`config.mk`:
```
export PLATFORM = sky130hd
export DESIGN_NAME = vga_timing_gen_flat
export DESIGN_NICKNAME = d
export VERILOG_FILES = /design/src/rtl/vga_pkg.sv /design/src/rtl/vga_timing_gen_if.sv /design/src/rtl/vga_clk_en.sv /design/src/rtl/vga_timing_gen.sv /design/src/flat_wrapper.sv
export SDC_FILE = /design/constraint.sdc
export NUM_CORES = 1
export LEC_CHECK = 0
export BUFFER_PORTS_ARGS = -buffer_cell sky130_fd_sc_hd__clkbuf_2
export CORE_MARGIN = 2
export CORE_UTILIZATION = 45
export CTS_CLUSTER_DIAMETER = 80
export CTS_CLUSTER_SIZE = 28
export DETAILED_ROUTE_END_ITERATION = 8
export PLACE_DENSITY = 0.76
export SYNTH_ARGS = -nofsm -noshare
export SYNTH_HDL_FRONTEND = slang
export SYNTH_SLANG_ARGS = --single-unit
```
`constraint.sdc`:
```
create_clock -name clk -period 3.4 [get_ports clk]
set_clock_uncertainty 0.1 [all_clocks]
set_input_delay 0.68 -clock clk [delete_from_list [all_inputs] [get_ports clk]]
set_output_delay 0.68 -clock clk [all_outputs]
set_load 0.01 [all_outputs]
```
`src/rtl/vga_pkg.sv`:
```
// Shared VGA raster constants, totals helpers and the RGB444 pixel type.
package vga_pkg;

  localparam int CNT_W = 10;

  localparam int DEF_CLK_DIV  = 4;
  localparam int DEF_H_ACTIVE = 640;
  localparam int DEF_H_FP     = 16;
  localparam int DEF_H_SYNC   = 96;
  localparam int DEF_H_BP     = 48;
  localparam int DEF_V_ACTIVE = 480;
  localparam int DEF_V_FP     = 10;
  localparam int DEF_V_SYNC   = 2;
  localparam int DEF_V_BP     = 33;
  localparam bit DEF_SYNC_POL = 1'b0;

  typedef struct packed {
    logic [3:0] r;
    logic [3:0] g;
    logic [3:0] b;
  } rgb444_t;

  function automatic int h_total(input int act, input int fp, input int sync, input int bp);
    return act + fp + sync + bp;
  endfunction

  function automatic int v_total(input int act, input int fp, input int sync, input int bp);
    return act + fp + sync + bp;
  endfunction

endpackage

```
`src/rtl/vga_timing_gen_if.sv`:
```
// Raster timing bundle from vga_timing_gen to the renderer and sync pins.
// Carries tp_red/tp_green/tp_blue only when VGA_TESTPATTERN_EN is defined.
interface vga_timing_gen_if;
  import vga_pkg::*;

  logic             pix_ce;
  logic [CNT_W-1:0] hcount;
  logic [CNT_W-1:0] vcount;
  logic             hsync;
  logic             vsync;
  logic             active;
  logic             line_start;
  logic             frame_start;
`ifdef VGA_TESTPATTERN_EN
  logic [3:0]       tp_red;
  logic [3:0]       tp_green;
  logic [3:0]       tp_blue;
`endif

  modport master (
    output pix_ce, hcount, vcount, hsync, vsync, active, line_start, frame_start
`ifdef VGA_TESTPATTERN_EN
    , output tp_red, tp_green, tp_blue
`endif
  );

  modport slave (
    input pix_ce, hcount, vcount, hsync, vsync, active, line_start, frame_start
`ifdef VGA_TESTPATTERN_EN
    , input tp_red, tp_green, tp_blue
`endif
  );

endinterface

```
`src/rtl/vga_clk_en.sv`:
```
// Pixel clock-enable divider: counts 0..CLK_DIV-1 and flags the wrapping clk.
module vga_clk_en #(
  parameter int CLK_DIV = 4
) (
  input  logic clk,
  input  logic rst_n,
  input  logic en,
  output logic o_wrap,
  output logic o_pix_ce
);

  localparam int DIV_W = (CLK_DIV > 1) ? $clog2(CLK_DIV) : 1;
  localparam logic [DIV_W-1:0] DIV_LAST = DIV_W'(CLK_DIV - 1);

  logic [DIV_W-1:0] r_div;
  logic             r_pix_ce;
  logic             w_wrap;

  assign w_wrap = en && (r_div == DIV_LAST);

  always_ff @(posedge clk or negedge rst_n) begin
    if (!rst_n) begin
      r_div    <= '0;
      r_pix_ce <= 1'b0;
    end else if (!en) begin
      r_div    <= '0;
      r_pix_ce <= 1'b0;
    end else begin
      r_div    <= w_wrap ? '0 : r_div + DIV_W'(1);
      r_pix_ce <= w_wrap;
    end
  end

  assign o_wrap   = w_wrap;
  assign o_pix_ce = r_pix_ce;

endmodule

```
`src/rtl/vga_timing_gen.sv`:
```
// 640x480@60 VGA raster timing driven by a pixel clock-enable on the system clock.
// Optional colour-bar test pattern outputs when VGA_TESTPATTERN_EN is defined.
module vga_timing_gen
  import vga_pkg::*;
#(
  parameter int CLK_DIV  = DEF_CLK_DIV,
  parameter int H_ACTIVE = DEF_H_ACTIVE,
  parameter int H_FP     = DEF_H_FP,
  parameter int H_SYNC   = DEF_H_SYNC,
  parameter int H_BP     = DEF_H_BP,
  parameter int V_ACTIVE = DEF_V_ACTIVE,
  parameter int V_FP     = DEF_V_FP,
  parameter int V_SYNC   = DEF_V_SYNC,
  parameter int V_BP     = DEF_V_BP,
  parameter bit SYNC_POL = DEF_SYNC_POL
) (
  input  logic             clk,
  input  logic             rst_n,
  input  logic             en,
  vga_timing_gen_if.master vga
);

  localparam int H_TOTAL = h_total(H_ACTIVE, H_FP, H_SYNC, H_BP);
  localparam int V_TOTAL = v_total(V_ACTIVE, V_FP, V_SYNC, V_BP);

  localparam logic [CNT_W-1:0] H_LAST = CNT_W'(H_TOTAL - 1);
  localparam logic [CNT_W-1:0] V_LAST = CNT_W'(V_TOTAL - 1);
  localparam logic [CNT_W-1:0] H_ACT  = CNT_W'(H_ACTIVE);
  localparam logic [CNT_W-1:0] V_ACT  = CNT_W'(V_ACTIVE);
  localparam logic [CNT_W-1:0] HS_LO  = CNT_W'(H_ACTIVE + H_FP);
  localparam logic [CNT_W-1:0] HS_HI  = CNT_W'(H_ACTIVE + H_FP + H_SYNC - 1);
  localparam logic [CNT_W-1:0] VS_LO  = CNT_W'(V_ACTIVE + V_FP);
  localparam logic [CNT_W-1:0] VS_HI  = CNT_W'(V_ACTIVE + V_FP + V_SYNC - 1);

  if (H_TOTAL > 1024) begin : g_h_total_chk
    $error("vga_timing_gen: H_TOTAL exceeds 10-bit counter range");
  end
  if (V_TOTAL > 1024) begin : g_v_total_chk
    $error("vga_timing_gen: V_TOTAL exceeds 10-bit counter range");
  end
  if (CLK_DIV < 1) begin : g_div_chk
    $error("vga_timing_gen: CLK_DIV must be at least 1");
  end

  logic w_wrap;
  logic w_pix_ce;

  vga_clk_en #(.CLK_DIV(CLK_DIV)) u_clk_en (
    .clk      (clk),
    .rst_n    (rst_n),
    .en       (en),
    .o_wrap   (w_wrap),
    .o_pix_ce (w_pix_ce)
  );

  logic [CNT_W-1:0] r_hcount, r_vcount;
  logic [CNT_W-1:0] w_h_next, w_v_next;
  logic             r_hsync, r_vsync, r_active, r_line_start, r_frame_start;
  logic             w_hsync_next, w_vsync_next, w_active_next, w_line_next, w_frame_next;

  always_comb begin
    w_h_next = r_hcount;
    w_v_next = r_vcount;
    if (w_wrap) begin
      if (r_hcount == H_LAST) begin
        w_h_next = '0;
        w_v_next = (r_vcount == V_LAST) ? '0 : r_vcount + 1'b1;
      end else begin
        w_h_next = r_hcount + 1'b1;
      end
    end
  end

  // Decode from the next counter values so flags register on the same edge as the counters.
  always_comb begin
    w_hsync_next  = ((w_h_next >= HS_LO) && (w_h_next <= HS_HI)) ? SYNC_POL : ~SYNC_POL;
    w_vsync_next  = ((w_v_next >= VS_LO) && (w_v_next <= VS_HI)) ? SYNC_POL : ~SYNC_POL;
    w_active_next = (w_h_next < H_ACT) && (w_v_next < V_ACT);
    w_line_next   = w_wrap && (w_h_next == '0);
    w_frame_next  = w_line_next && (w_v_next == '0);
  end

  always_ff @(posedge clk or negedge rst_n) begin
    if (!rst_n) begin
      r_hcount      <= '0;
      r_vcount      <= '0;
      r_hsync       <= ~SYNC_POL;
      r_vsync       <= ~SYNC_POL;
      r_active      <= 1'b0;
      r_line_start  <= 1'b0;
      r_frame_start <= 1'b0;
    end else if (!en) begin
      r_hcount      <= '0;
      r_vcount      <= '0;
      r_hsync       <= ~SYNC_POL;
      r_vsync       <= ~SYNC_POL;
      r_active      <= 1'b0;
      r_line_start  <= 1'b0;
      r_frame_start <= 1'b0;
    end else begin
      r_hcount      <= w_h_next;
      r_vcount      <= w_v_next;
      r_hsync       <= w_hsync_next;
      r_vsync       <= w_vsync_next;
      r_active      <= w_active_next;
      r_line_start  <= w_line_next;
      r_frame_start <= w_frame_next;
    end
  end

  assign vga.pix_ce      = w_pix_ce;
  assign vga.hcount      = r_hcount;
  assign vga.vcount      = r_vcount;
  assign vga.hsync       = r_hsync;
  assign vga.vsync       = r_vsync;
  assign vga.active      = r_active;
  assign vga.line_start  = r_line_start;
  assign vga.frame_start = r_frame_start;

`ifdef VGA_TESTPATTERN_EN
  // Eight 80-pixel bars; bar index bits select red/green/blue.
  rgb444_t    w_tp, r_tp;
  logic [2:0] w_bar;

  always_comb begin
    w_bar = 3'(w_h_next / CNT_W'(80));
    w_tp  = '0;
    if (w_active_next) begin
      w_tp.r = {4{w_bar[0]}};
      w_tp.g = {4{w_bar[1]}};
      w_tp.b = {4{w_bar[2]}};
    end
  end

  always_ff @(posedge clk or negedge rst_n) begin
    if (!rst_n) begin
      r_tp <= '0;
    end else if (!en) begin
      r_tp <= '0;
    end else begin
      r_tp <= w_tp;
    end
  end

  assign vga.tp_red   = r_tp.r;
  assign vga.tp_green = r_tp.g;
  assign vga.tp_blue  = r_tp.b;
`endif

endmodule
```
`src/flat_wrapper.sv`:
```
// flat-port wrapper written by rule: the top's interface ports become plain ports
module vga_timing_gen_flat import vga_pkg::*;
#(
  parameter int CLK_DIV  = DEF_CLK_DIV,
  parameter int H_ACTIVE = DEF_H_ACTIVE,
  parameter int H_FP     = DEF_H_FP,
  parameter int H_SYNC   = DEF_H_SYNC,
  parameter int H_BP     = DEF_H_BP,
  parameter int V_ACTIVE = DEF_V_ACTIVE,
  parameter int V_FP     = DEF_V_FP,
  parameter int V_SYNC   = DEF_V_SYNC,
  parameter int V_BP     = DEF_V_BP,
  parameter bit SYNC_POL = DEF_SYNC_POL
)
  (clk, rst_n, en, vga_pix_ce, vga_hcount, vga_vcount, vga_hsync, vga_vsync, vga_active, vga_line_start, vga_frame_start);
  vga_timing_gen_if vga_i ();
  input  logic clk;
  input  logic rst_n;
  input  logic en;
  output wire logic [$bits(vga_i.pix_ce)-1:0] vga_pix_ce;
  output wire logic [$bits(vga_i.hcount)-1:0] vga_hcount;
  output wire logic [$bits(vga_i.vcount)-1:0] vga_vcount;
  output wire logic [$bits(vga_i.hsync)-1:0] vga_hsync;
  output wire logic [$bits(vga_i.vsync)-1:0] vga_vsync;
  output wire logic [$bits(vga_i.active)-1:0] vga_active;
  output wire logic [$bits(vga_i.line_start)-1:0] vga_line_start;
  output wire logic [$bits(vga_i.frame_start)-1:0] vga_frame_start;
  assign vga_pix_ce = vga_i.pix_ce;
  assign vga_hcount = vga_i.hcount;
  assign vga_vcount = vga_i.vcount;
  assign vga_hsync = vga_i.hsync;
  assign vga_vsync = vga_i.vsync;
  assign vga_active = vga_i.active;
  assign vga_line_start = vga_i.line_start;
  assign vga_frame_start = vga_i.frame_start;
  vga_timing_gen #(.CLK_DIV(CLK_DIV), .H_ACTIVE(H_ACTIVE), .H_FP(H_FP), .H_SYNC(H_SYNC), .H_BP(H_BP), .V_ACTIVE(V_ACTIVE), .V_FP(V_FP), .V_SYNC(V_SYNC), .V_BP(V_BP), .SYNC_POL(SYNC_POL)) u_core (.clk(clk), .rst_n(rst_n), .en(en), .vga(vga_i));
endmodule
```
==> results.sh, run 1 <==
export IMPL_cts_reportedPaths_clkPinSlew_ns=0.09
export IMPL_ff2ff_path_depth=7
export IMPL_hold_violations=0
export IMPL_finalMaxSlewViolations=0
export IMPL_worstPathMaxFanout=15
export IMPL_clock_path_buffers=2
export IMPL_worst_pin_slew_ns=0.678
export IMPL_vias=1470
export IMPL_worstReg2RegStart="u_core.u_clk_en.r_div[0]"
export IMPL_hold_buffers=0
export IMPL_swShare=0.215
export IMPL_gr_total_overflow=0
export IMPL_initial_core_util=0.461
export IMPL_grt_usage=0.178
export IMPL_fin_nets=218
export IMPL_slowest_delay_ns=0.46
export IMPL_worst_path_stages=7
export IMPL_postCtsSetupBuffers=0
export IMPL_grt_start_max_net_pins=29
export IMPL_pwr_share_comb=0.050
export IMPL_p_switching_mw=0.117
export IMPL_setup_tns_final_ns=0
export IMPL_vdd_drop_max_uv=147
export IMPL_async_flop_share=1.00
export IMPL_power_share_clock=0.324
export IMPL_rows=23
export IMPL_syn_area_per_cell_um2=9.56
export IMPL_finalSetupViolCount=0
export IMPL_cp_data_arrival_time_ns=2.65
export IMPL_p_leak_nw=0.821
export IMPL_endpoint_kind="flop"
export IMPL_ff_latch_area_um2=703
export IMPL_first_pass_iters=4
export IMPL_layout_worst_path_cycle_share=0.746
export IMPL_synth_top_area_frac=0.358
export IMPL_die_height_um=67.5
export IMPL_ant_nets=0
export IMPL_worst_slack_ns=0.862
export IMPL_power_density_nw_per_um2=275
export IMPL_netlist_area_um2=1820
export IMPL_remaining_drc_errors=0
export IMPL_power_internal_mw=0.426
export IMPL_die_area_um2=4560
export IMPL_worstPathCellList="ha_1 > and4_1 > nand3_2 > nor3_2 > xnor2_1 > and4_1 > and4_1"
export IMPL_worstReg2RegEnd="u_core.vga.frame_start"
export IMPL_gp_congestion=0.928
export IMPL_numClockSinks=28
export IMPL_grt_pass1_wl_um=6100
export IMPL_ff2ff_setup_slack_ns=0.86
export IMPL_fmax_mhz=394
export IMPL_critPathSlowestCell="and4_1"
export IMPL_synthFlopType="dfrtp_1"
export IMPL_drive_above_1_share=0.220
export IMPL_synthesis_nets=197
export IMPL_fin_area_um2=1970
export IMPL_hp_class="primary input to async pin"
export IMPL_cts_resized=0
export IMPL_synth_edf_count=0
export IMPL_grt_setup_unrepaired="false"
export IMPL_layout_common_cells="28 x clkbuf_2, 26 x dfrtp_1, 15 x nand2_1, 13 x xnor2_1, 11 x nand4_1"
export IMPL_io_pin_count=29
export IMPL_synth_largest_area_cell="dfrtp_1"
export IMPL_syn_inst=190
export IMPL_ys_ff_latch=28
export IMPL_worstPathBufferInverterCount=0
export IMPL_max_cap_violations=0
export IMPL_core_um2=3940
export IMPL_cp_data_required_time_ns=3.51
export IMPL_crit_family="simple AND/OR/NAND/NOR gates"
export IMPL_yosysUniqueCellTypes=54
export IMPL_power_total_mw=0.543
export IMPL_crit_top_cell="and4_1"
export IMPL_cts_tree="built"
export IMPL_antenna_found_initial=0
export IMPL_clk_latency_ns=0.27
export IMPL_status="completed"
export IMPL_fin_crit_ns=2.54
export IMPL_post_drt_wl_per_cell_um=14.3
export IMPL_port_buffer_count=28
export IMPL_routed_via_density=5.68
export IMPL_p_seq_frac=0.625
export IMPL_grt_pass1_vias=1264
export IMPL_place_worst_setup_slack_ns=0.762
export IMPL_numCtsBuffers=3
export IMPL_ys_seq_area_frac=0.387
export IMPL_nFillCells=378
export IMPL_htreeDepth=1
export IMPL_root_buffer="clkbuf_8"
export IMPL_final_common_cell="clkbuf_2"
export IMPL_crit_type="flop to flop"
export IMPL_ys_warn_count=0
export IMPL_die_width_um=67.5
export IMPL_slew_headroom=0.548
export IMPL_syn2layout_area_growth_pct=8.61
export IMPL_drt_initial_drc_count=81
export IMPL_utilization=0.500
export IMPL_routed_wirelength_um=3700
export IMPL_crit_path_end="u_core.vga.frame_start"
export IMPL_yosys_top_cells_area="dfrtp_1 36%, xnor2_1 6.3%, nand4_1 3.8%, and2_1 3.4%, buf_6 3.1%"
export IMPL_placed_area_um2=1930
export IMPL_antennaDiodeCount=0
export IMPL_multi_input_area_um2=996
export IMPL_crit_start="u_core.u_clk_en.r_div[0]"
export IMPL_dp_hpwl_um=2750
export IMPL_critPathLaunchType="flop"
## flip-flops by register name, summed over array words and instances, names as in the netlist
register and flops:
u_core.vga.frame_start 1, u_core.u_clk_en.r_div 2, u_core.vga.hsync 1, u_core.u_clk_en.o_pix_ce 1
u_core.vga.vsync 1, u_core.vga.active 1, u_core.vga.vcount 10, u_core.vga.line_start 1
u_core.vga.hcount 10
## synth_stat cells (2+ instances only)
master     count
o21ai_0        9
and4_1         4
a21boi_0       2
nor2_1         8
nor3_1         5
buf_6          5
inv_1          6
a31oi_1        2
nand4_1       11
buf_2          3
xnor2_1       13
a21oi_1        3
dfrtp_1       26
or3_1          3
nor3_2         2
clkbuf_1       2
xor2_1         3
dfstp_2        2
a2111oi_0      2
o31ai_1        3
and2_1        10
nand2b_1       2
and3_1         4
nand2_1       15
nor2b_1        6
o31a_1         2
o22ai_1        2
ha_1           4
nand3_1        6
## metrics by stage
stage | std cells | hold WS, ns
floorplan | 190 | 0.284
global placement | 256 | 0.330
detailed placement | 256 | 0.332
CTS | 259 | 0.345
global route | 259 | 0.372
finish | 259 | 0.325
## cells by family after synthesis
logic type | count (synthesis) | share of synthesized area
and+or+nand+nor | 91 | 0.313
AOI/OAI and AO/OA | 31 | 0.125
DFF | 28 | 0.387
buffers and inverters | 19 | 0.0647
xor gates and xnor gates | 16 | 0.0771
adders and majority gates | 4 | 0.0275
muxes | 1 | 0.00551
## layout make-up
cell class	instances	share of cell area
well taps	50	0.0317
inverters	6	0.0114
repair buffers	29	0.0748
clock buffers	3	0.0209
flip-flops and latches	28	0.356
multi-input cells	143	0.505
## routing by layer
metal | routed length (µm) | global-route usage
met4 | 38 | 0.0510
met5 | 0 | 0
met3 | 173 | 0.0300
met2 | 1700 | 0.262
met1 | 1780 | 0.265
## worst min path at each step
| stage | from | end | slack, ns | depth (start not counted) |
|---|---|---|---|---|
| 2_1_floorplan | rst_n | u_core.u_clk_en.o_pix_ce | 0.28 | 0 |
| 3_3_place_gp | u_core.u_clk_en.r_div[0] | u_core.u_clk_en.r_div[0] | 0.33 | 1 |
| 3_5_place_dp | u_core.u_clk_en.r_div[0] | u_core.u_clk_en.r_div[0] | 0.33 | 1 |
| 4_1_cts | rst_n | u_core.u_clk_en.r_div[1] | 0.35 | 1 |
| 5_1_grt | u_core.u_clk_en.r_div[0] | u_core.u_clk_en.r_div[0] | 0.37 | 1 |
| 6_report | rst_n | u_core.u_clk_en.r_div[1] | 0.32 | 1 |
## power groups by stage
| stage | sequential (mW) | clock, mW | combinational [mW] |
|---|---|---|---|
| final | 0.340 | 0.176 | 0.0272 |
| after global routing | 0.340 | 0.198 | 0.0319 |
| after CTS | 0.340 | 0.183 | 0.0283 |
| after detailed placement | 0.346 | 0 | 0.0282 |
| after global placement | 0.346 | 0 | 0.0276 |
| after floorplan | 0.347 | 0 | 0.0145 |
No activity file was read; power rests on OpenSTA's default activity.
==> run 2, diff against run 1 <==
Settings changed: ABC_AREA set to 1, PLACE_DENSITY 0.76 to 0.79.
Clock period 3.4 ns to 2.2 ns, I/O delays scaled along.
==> results.sh, run 2 <==
export IMPL_grt_pass1_vias=1405
export IMPL_pwr_share_comb=0.062
export IMPL_finalMaxSlewViolations=0
export IMPL_syn_area_per_cell_um2=7.38
export IMPL_final_common_cell="nand2_1"
export IMPL_slew_headroom=0.568
export IMPL_clock_path_buffers=2
export IMPL_critPathLaunchType="flop"
export IMPL_yosysMostFrequentCell="nand2_1"
export IMPL_cp_data_required_time_ns=2.29
export IMPL_power_density_nw_per_um2=426
export IMPL_worst_pin_slew_ns=0.649
export IMPL_synth_top_area_frac=0.372
export IMPL_max_cap_violations=0
export IMPL_syn_inst=237
export IMPL_fmax_mhz=497
export IMPL_vias=1571
export IMPL_cts_reportedPaths_clkPinSlew_ns=0.09
export IMPL_grt_usage=0.183
export IMPL_htreeDepth=1
export IMPL_numCtsBuffers=3
export IMPL_dp_hpwl_um=2860
export IMPL_multi_input_area_um2=907
export IMPL_vdd_drop_max_uv=219
export IMPL_remaining_drc_errors=0
export IMPL_grt_pass1_wl_um=6230
export IMPL_layout_worst_path_cycle_share=0.914
export IMPL_fin_crit_ns=2.01
export IMPL_critPathSlowestCell="dfrtp_1"
export IMPL_yosys_top_cells_area="dfrtp_1 37%, nand2_1 12%, nor2_1 8.8%, inv_1 6.2%, nand3_1 5.2%"
export IMPL_setup_tns_final_ns=0
export IMPL_yosysUniqueCellTypes=28
export IMPL_crit_family="simple AND/OR/NAND/NOR gates"
export IMPL_status="completed"
export IMPL_die_width_um=66.3
export IMPL_port_buffer_count=28
export IMPL_power_share_clock=0.315
export IMPL_met3_length_um=109
export IMPL_syn2layout_area_growth_pct=13.9
export IMPL_first_pass_iters=5
export IMPL_cts_tree="built"
export IMPL_synthesis_nets=244
export IMPL_wl_met1_um=1810
export IMPL_initial_core_util=0.474
export IMPL_hp_class="primary input to async pin"
export IMPL_die_height_um=66.3
export IMPL_drt_initial_drc_count=96
export IMPL_power_total_mw=0.848
export IMPL_ff2ff_path_depth=10
export IMPL_worstReg2RegEnd="u_core.vga.vsync"
export IMPL_routed_wirelength_um=3660
export IMPL_hold_violations=0
export IMPL_p_seq_frac=0.624
export IMPL_fin_nets=275
export IMPL_crit_type="flop to flop"
export IMPL_ys_seq_area_frac=0.402
export IMPL_ant_nets=0
export IMPL_slowest_delay_ns=0.40
export IMPL_top_layer="met4"
export IMPL_ff2ff_setup_slack_ns=0.19
export IMPL_numClockSinks=28
export IMPL_core_um2=3690
export IMPL_die_area_um2=4400
export IMPL_worstPathCellList="ha_1 > nand2_2 > nor2_4 > nand3_4 > nor2_4 > nand2_1 > nand2_1 > nand2_2 > nor3_1 > nand3_1"
export IMPL_synthFlopType="dfrtp_1"
export IMPL_antennaDiodeCount=0
export IMPL_async_flop_share=1.00
export IMPL_layout_common_cells="56 x nand2_1, 40 x nor2_1, 29 x inv_1, 28 x clkbuf_2, 26 x dfrtp_1"
export IMPL_place_worst_setup_slack_ns=0.153
export IMPL_gp_congestion=0.854
export IMPL_p_leak_nw=1.04
export IMPL_root_buffer="clkbuf_8"
export IMPL_ff_latch_area_um2=703
export IMPL_worst_slack_ns=0.189
export IMPL_gr_total_overflow=0
export IMPL_worstReg2RegStart="u_core.vga.hcount[0]"
export IMPL_ys_ff_latch=28
export IMPL_post_drt_wl_per_cell_um=11.6
export IMPL_io_pin_count=29
export IMPL_grt_start_max_net_pins=29
export IMPL_crit_start="u_core.vga.hcount[0]"
export IMPL_drive_above_1_share=0.244
export IMPL_endpoint_kind="flop"
export IMPL_netlist_area_um2=1750
export IMPL_worstPathMaxFanout=7
export IMPL_ys_warn_count=0
export IMPL_swShare=0.221
export IMPL_synth_common_cells="57 x nand2_1, 41 x nor2_1, 29 x inv_1"
export IMPL_nFillCells=364
export IMPL_routed_via_density=5.00
export IMPL_fin_hold_ws_ns=0.0835
export IMPL_cp_data_arrival_time_ns=2.10
export IMPL_met2_length_um=1710
export IMPL_worstPathBufferInverterCount=0
export IMPL_synth_edf_count=0
export IMPL_power_internal_mw=0.661
export IMPL_finalSetupViolCount=0
export IMPL_rows=22
export IMPL_p_switching_mw=0.187
export IMPL_antenna_found_initial=0
export IMPL_synth_largest_area_cell="dfrtp_1"
export IMPL_clk_latency_ns=0.26
[run 2: cell count changes in the layout (fill, tap and decap cells not counted), moves of 5 or more]
| cell | before | now |
|---|---|---|
| and2_1 | 10 | 0 |
| inv_1 | 6 | 29 |
| inv_2 | 0 | 5 |
| nand2_1 | 15 | 56 |
| nand3_1 | 6 | 18 |
| nor2_1 | 8 | 40 |
| nor2_2 | 1 | 6 |
| nor2_4 | 0 | 5 |
| nor2b_1 | 6 | 0 |
| xnor2_1 | 13 | 1 |
[run 2: worst max path at each step]
stage                     cells after the start  slack [ns]                     end
after floorplan                              10        0.37        u_core.vga.vsync
after global placement                       11        0.14  u_core.vga.frame_start
after detailed placement                     11        0.15  u_core.vga.frame_start
after CTS                                    10        0.17        u_core.vga.vsync
after global routing                         13       -0.02  u_core.vga.frame_start
final                                        10        0.19        u_core.vga.vsync
[run 2: routing by layer]
layer	up-vias	GRT usage
met4	0	0.0383
met5	-	0
met2	26	0.310
li1	809	-
met3	4	0.0153
met1	732	0.256
[run 2: cell type report]
class	instances	share of cell area
well taps	48	0.0302
multi-input cells	171	0.455
inverters	35	0.0666
clock buffers	3	0.0207
repair buffers	29	0.0741
flip-flops and latches	28	0.353
[run 2: repair_timing]
action / 4_1_cts / 5_1_grt
resized for setup: 0 / 3
setup buffers: 0 / 1
endpoints found under the hold margin: 0 / 0
endpoints found under the setup margin: 0 / 1
hold buffers: 0 / 0
[run 2: worst reg2reg max path, stage by stage, from the launching register on]
cell and delay, ns:
dfrtp_1 0.40, ha_1 0.21, nand2_2 0.12, nor2_4 0.20, nand3_4 0.14, nor2_4 0.21, nand2_1 0.07, nand2_1 0.07
nand2_2 0.08, nor3_1 0.23, nand3_1 0.10
[run 2: power groups by stage]
stage                     clock network [mW]  logic [mW]  registers [mW]
after global placement                     0      0.0525           0.539
after floorplan                            0      0.0270           0.541
after CTS                              0.274      0.0525           0.529
after detailed placement                   0      0.0524           0.539
after global routing                   0.298      0.0606           0.531
final                                  0.267      0.0522           0.529
[run 2: per-stage QoR]
stage | util | instance area (µm²) | std cells
after floorplan | - | 1750 | 237
after global placement | 0.525 | 1940 | 310
after detailed placement | 0.525 | 1940 | 310
after CTS | 0.536 | 1980 | 313
after global routing | 0.540 | 1990 | 314
final | 0.540 | 1990 | 314
[run 2: kinds of logic after synthesis]
family	after synthesis	synth area share
fa+ha+maj	4	0.0286
buf+inv	38	0.0823
simple gates	148	0.418
flops	28	0.402
xor+xnor	2	0.0100
compound gates	17	0.0594
==> run 3, diff against run 2 <==
Settings changed: CORE_MARGIN 2 to not set.
==> results.sh, run 3 (synthesis results as in run 2) <==
export IMPL_die_width_um=64.3
export IMPL_nFillCells=355
export IMPL_hold_violations=0
export IMPL_cp_data_arrival_time_ns=2.16
export IMPL_gp_congestion=0.875
export IMPL_routed_via_density=5.15
export IMPL_post_drt_wl_per_cell_um=11.8
export IMPL_fmax_mhz=486
export IMPL_worstPathCellList="ha_1 > nand2_1 > nor2_4 > nand3_4 > nor2_4 > nand2_1 > nand2_1 > nand2_2 > nor3_1 > nand3_1"
export IMPL_antenna_found_initial=0
export IMPL_hold_buffers=0
export IMPL_grt_setup_unrepaired="false"
export IMPL_numCtsBuffers=3
export IMPL_finalMaxSlewViolations=0
export IMPL_antennaDiodeCount=0
export IMPL_max_cap_violations=0
export IMPL_dp_hpwl_um=2870
export IMPL_syn2layout_area_growth_pct=15.2
export IMPL_crit_type="flop to flop"
export IMPL_final_cell_count_no_fill=317
export IMPL_setup_tns_final_ns=0
export IMPL_final_common_cell="nand2_1"
export IMPL_cts_reportedPaths_clkPinSlew_ns=0.10
export IMPL_worst_pin_slew_ns=0.679
export IMPL_clk_latency_ns=0.28
export IMPL_vdd_drop_max_uv=241
export IMPL_root_buffer="clkbuf_8"
export IMPL_remaining_drc_errors=0
export IMPL_die_height_um=64.3
export IMPL_grt_start_max_net_pins=29
export IMPL_critPathSlowestCell="dfrtp_1"
export IMPL_vias=1632
export IMPL_cts_tree="built"
export IMPL_status="completed"
export IMPL_endpoint_kind="flop"
export IMPL_io_pin_count=29
export IMPL_crit_family="simple AND/OR/NAND/NOR gates"
export IMPL_place_worst_setup_slack_ns=0.159
export IMPL_grt_usage=0.195
export IMPL_core_um2=3690
export IMPL_placed_area_um2=1940
export IMPL_grt_pass1_vias=1401
export IMPL_layout_worst_path_cycle_share=0.936
export IMPL_rows=22
export IMPL_p_leak_nw=1.06
export IMPL_drt_initial_drc_count=82
export IMPL_crit_top_cell="nand2_1"
export IMPL_gr_total_overflow=0
export IMPL_initial_core_util=0.474
export IMPL_utilization=0.546
export IMPL_power_density_nw_per_um2=451
export IMPL_layout_common_cells="57 x nand2_1, 41 x nor2_1, 29 x inv_1, 28 x clkbuf_2, 26 x dfrtp_1"
export IMPL_grt_pass1_wl_um=6290
export IMPL_postCtsSetupBuffers=0
export IMPL_cts_resized=0
export IMPL_fin_area_um2=2010
export IMPL_ant_nets=0
export IMPL_slew_headroom=0.547
export IMPL_numClockSinks=28
export IMPL_dpl_cell_count=311
export IMPL_worstPathBufferInverterCount=0
export IMPL_finalSetupViolCount=0
export IMPL_fin_nets=277
export IMPL_die_area_um2=4140
export IMPL_drive_above_1_share=0.245
export IMPL_clock_path_buffers=2
export IMPL_fin_crit_ns=2.06
export IMPL_first_pass_iters=4
export IMPL_slowest_delay_ns=0.39
export IMPL_port_buffer_count=28
export IMPL_cp_data_required_time_ns=2.30
export IMPL_worst_slack_ns=0.141
export IMPL_hp_class="primary input to async pin"
export IMPL_worstPathMaxFanout=7
export IMPL_htreeDepth=1
export IMPL_routed_wirelength_um=3750
export IMPL_critPathLaunchType="flop"
==> run 3: where the power goes <==
group | switching [mW] | internal, mW
logic | 0.0383 | 0.0161
clock network | 0.164 | 0.160
registers | 0.00517 | 0.524
total | 0.208 | 0.700
==> run 3: area by class of cell <==
cell class	count	area [µm²]	share of cell area
multi-input cells	171	902	0.448
repair buffers	31	163	0.0807
inverters	35	131	0.0652
well taps	48	60.1	0.0298
flip-flops and latches	28	703	0.349
clock buffers	4	55.1	0.0273
==> run 3: stage by stage <==
step,hold slack [ns],total power [mW]
after floorplan,0.0444,0.568
after global placement,0.333,0.594
after detailed placement,0.339,0.593
after CTS,0.108,0.915
after global routing,0.129,0.942
final,0.0798,0.908
==> run 3: worst paths after layout <==
| kind | cells after the start | startpoint | endpoint | slack (ns) |
|---|---|---|---|---|
| setup / recovery | 10 | u_core.vga.hcount[0] | u_core.vga.vsync | 0.14 |
| hold / removal | 1 | rst_n | u_core.vga.line_start | 0.08 |
| setup reg to reg | 10 | u_core.vga.hcount[0] | u_core.vga.vsync | 0.14 |
| hold reg to reg | 1 | u_core.u_clk_en.r_div[0] | u_core.u_clk_en.r_div[0] | 0.35 |
| max in group asynchronous | 1 | rst_n | u_core.vga.vcount[0] | 1.48 |
| min in group clk | 1 | u_core.u_clk_en.r_div[0] | u_core.u_clk_en.r_div[0] | 0.35 |
==> run 3: worst reg2reg max path: stages, from the launching register on <==
cell	delay, ns
dfrtp_1	0.39
ha_1	0.19
nand2_1	0.16
nor2_4	0.19
nand3_4	0.15
nor2_4	0.23
nand2_1	0.08
nand2_1	0.07
nand2_2	0.08
nor3_1	0.24
nand3_1	0.10
==> run 3: per-layer routing <==
metal	vias to the layer above	share of wire	track usage
li1	820	-	-
met1	752	0.47	0.278
met2	54	0.46	0.312
met3	6	0.060	0.0161
met4	0	0.016	0.0639
met5	-	0	0
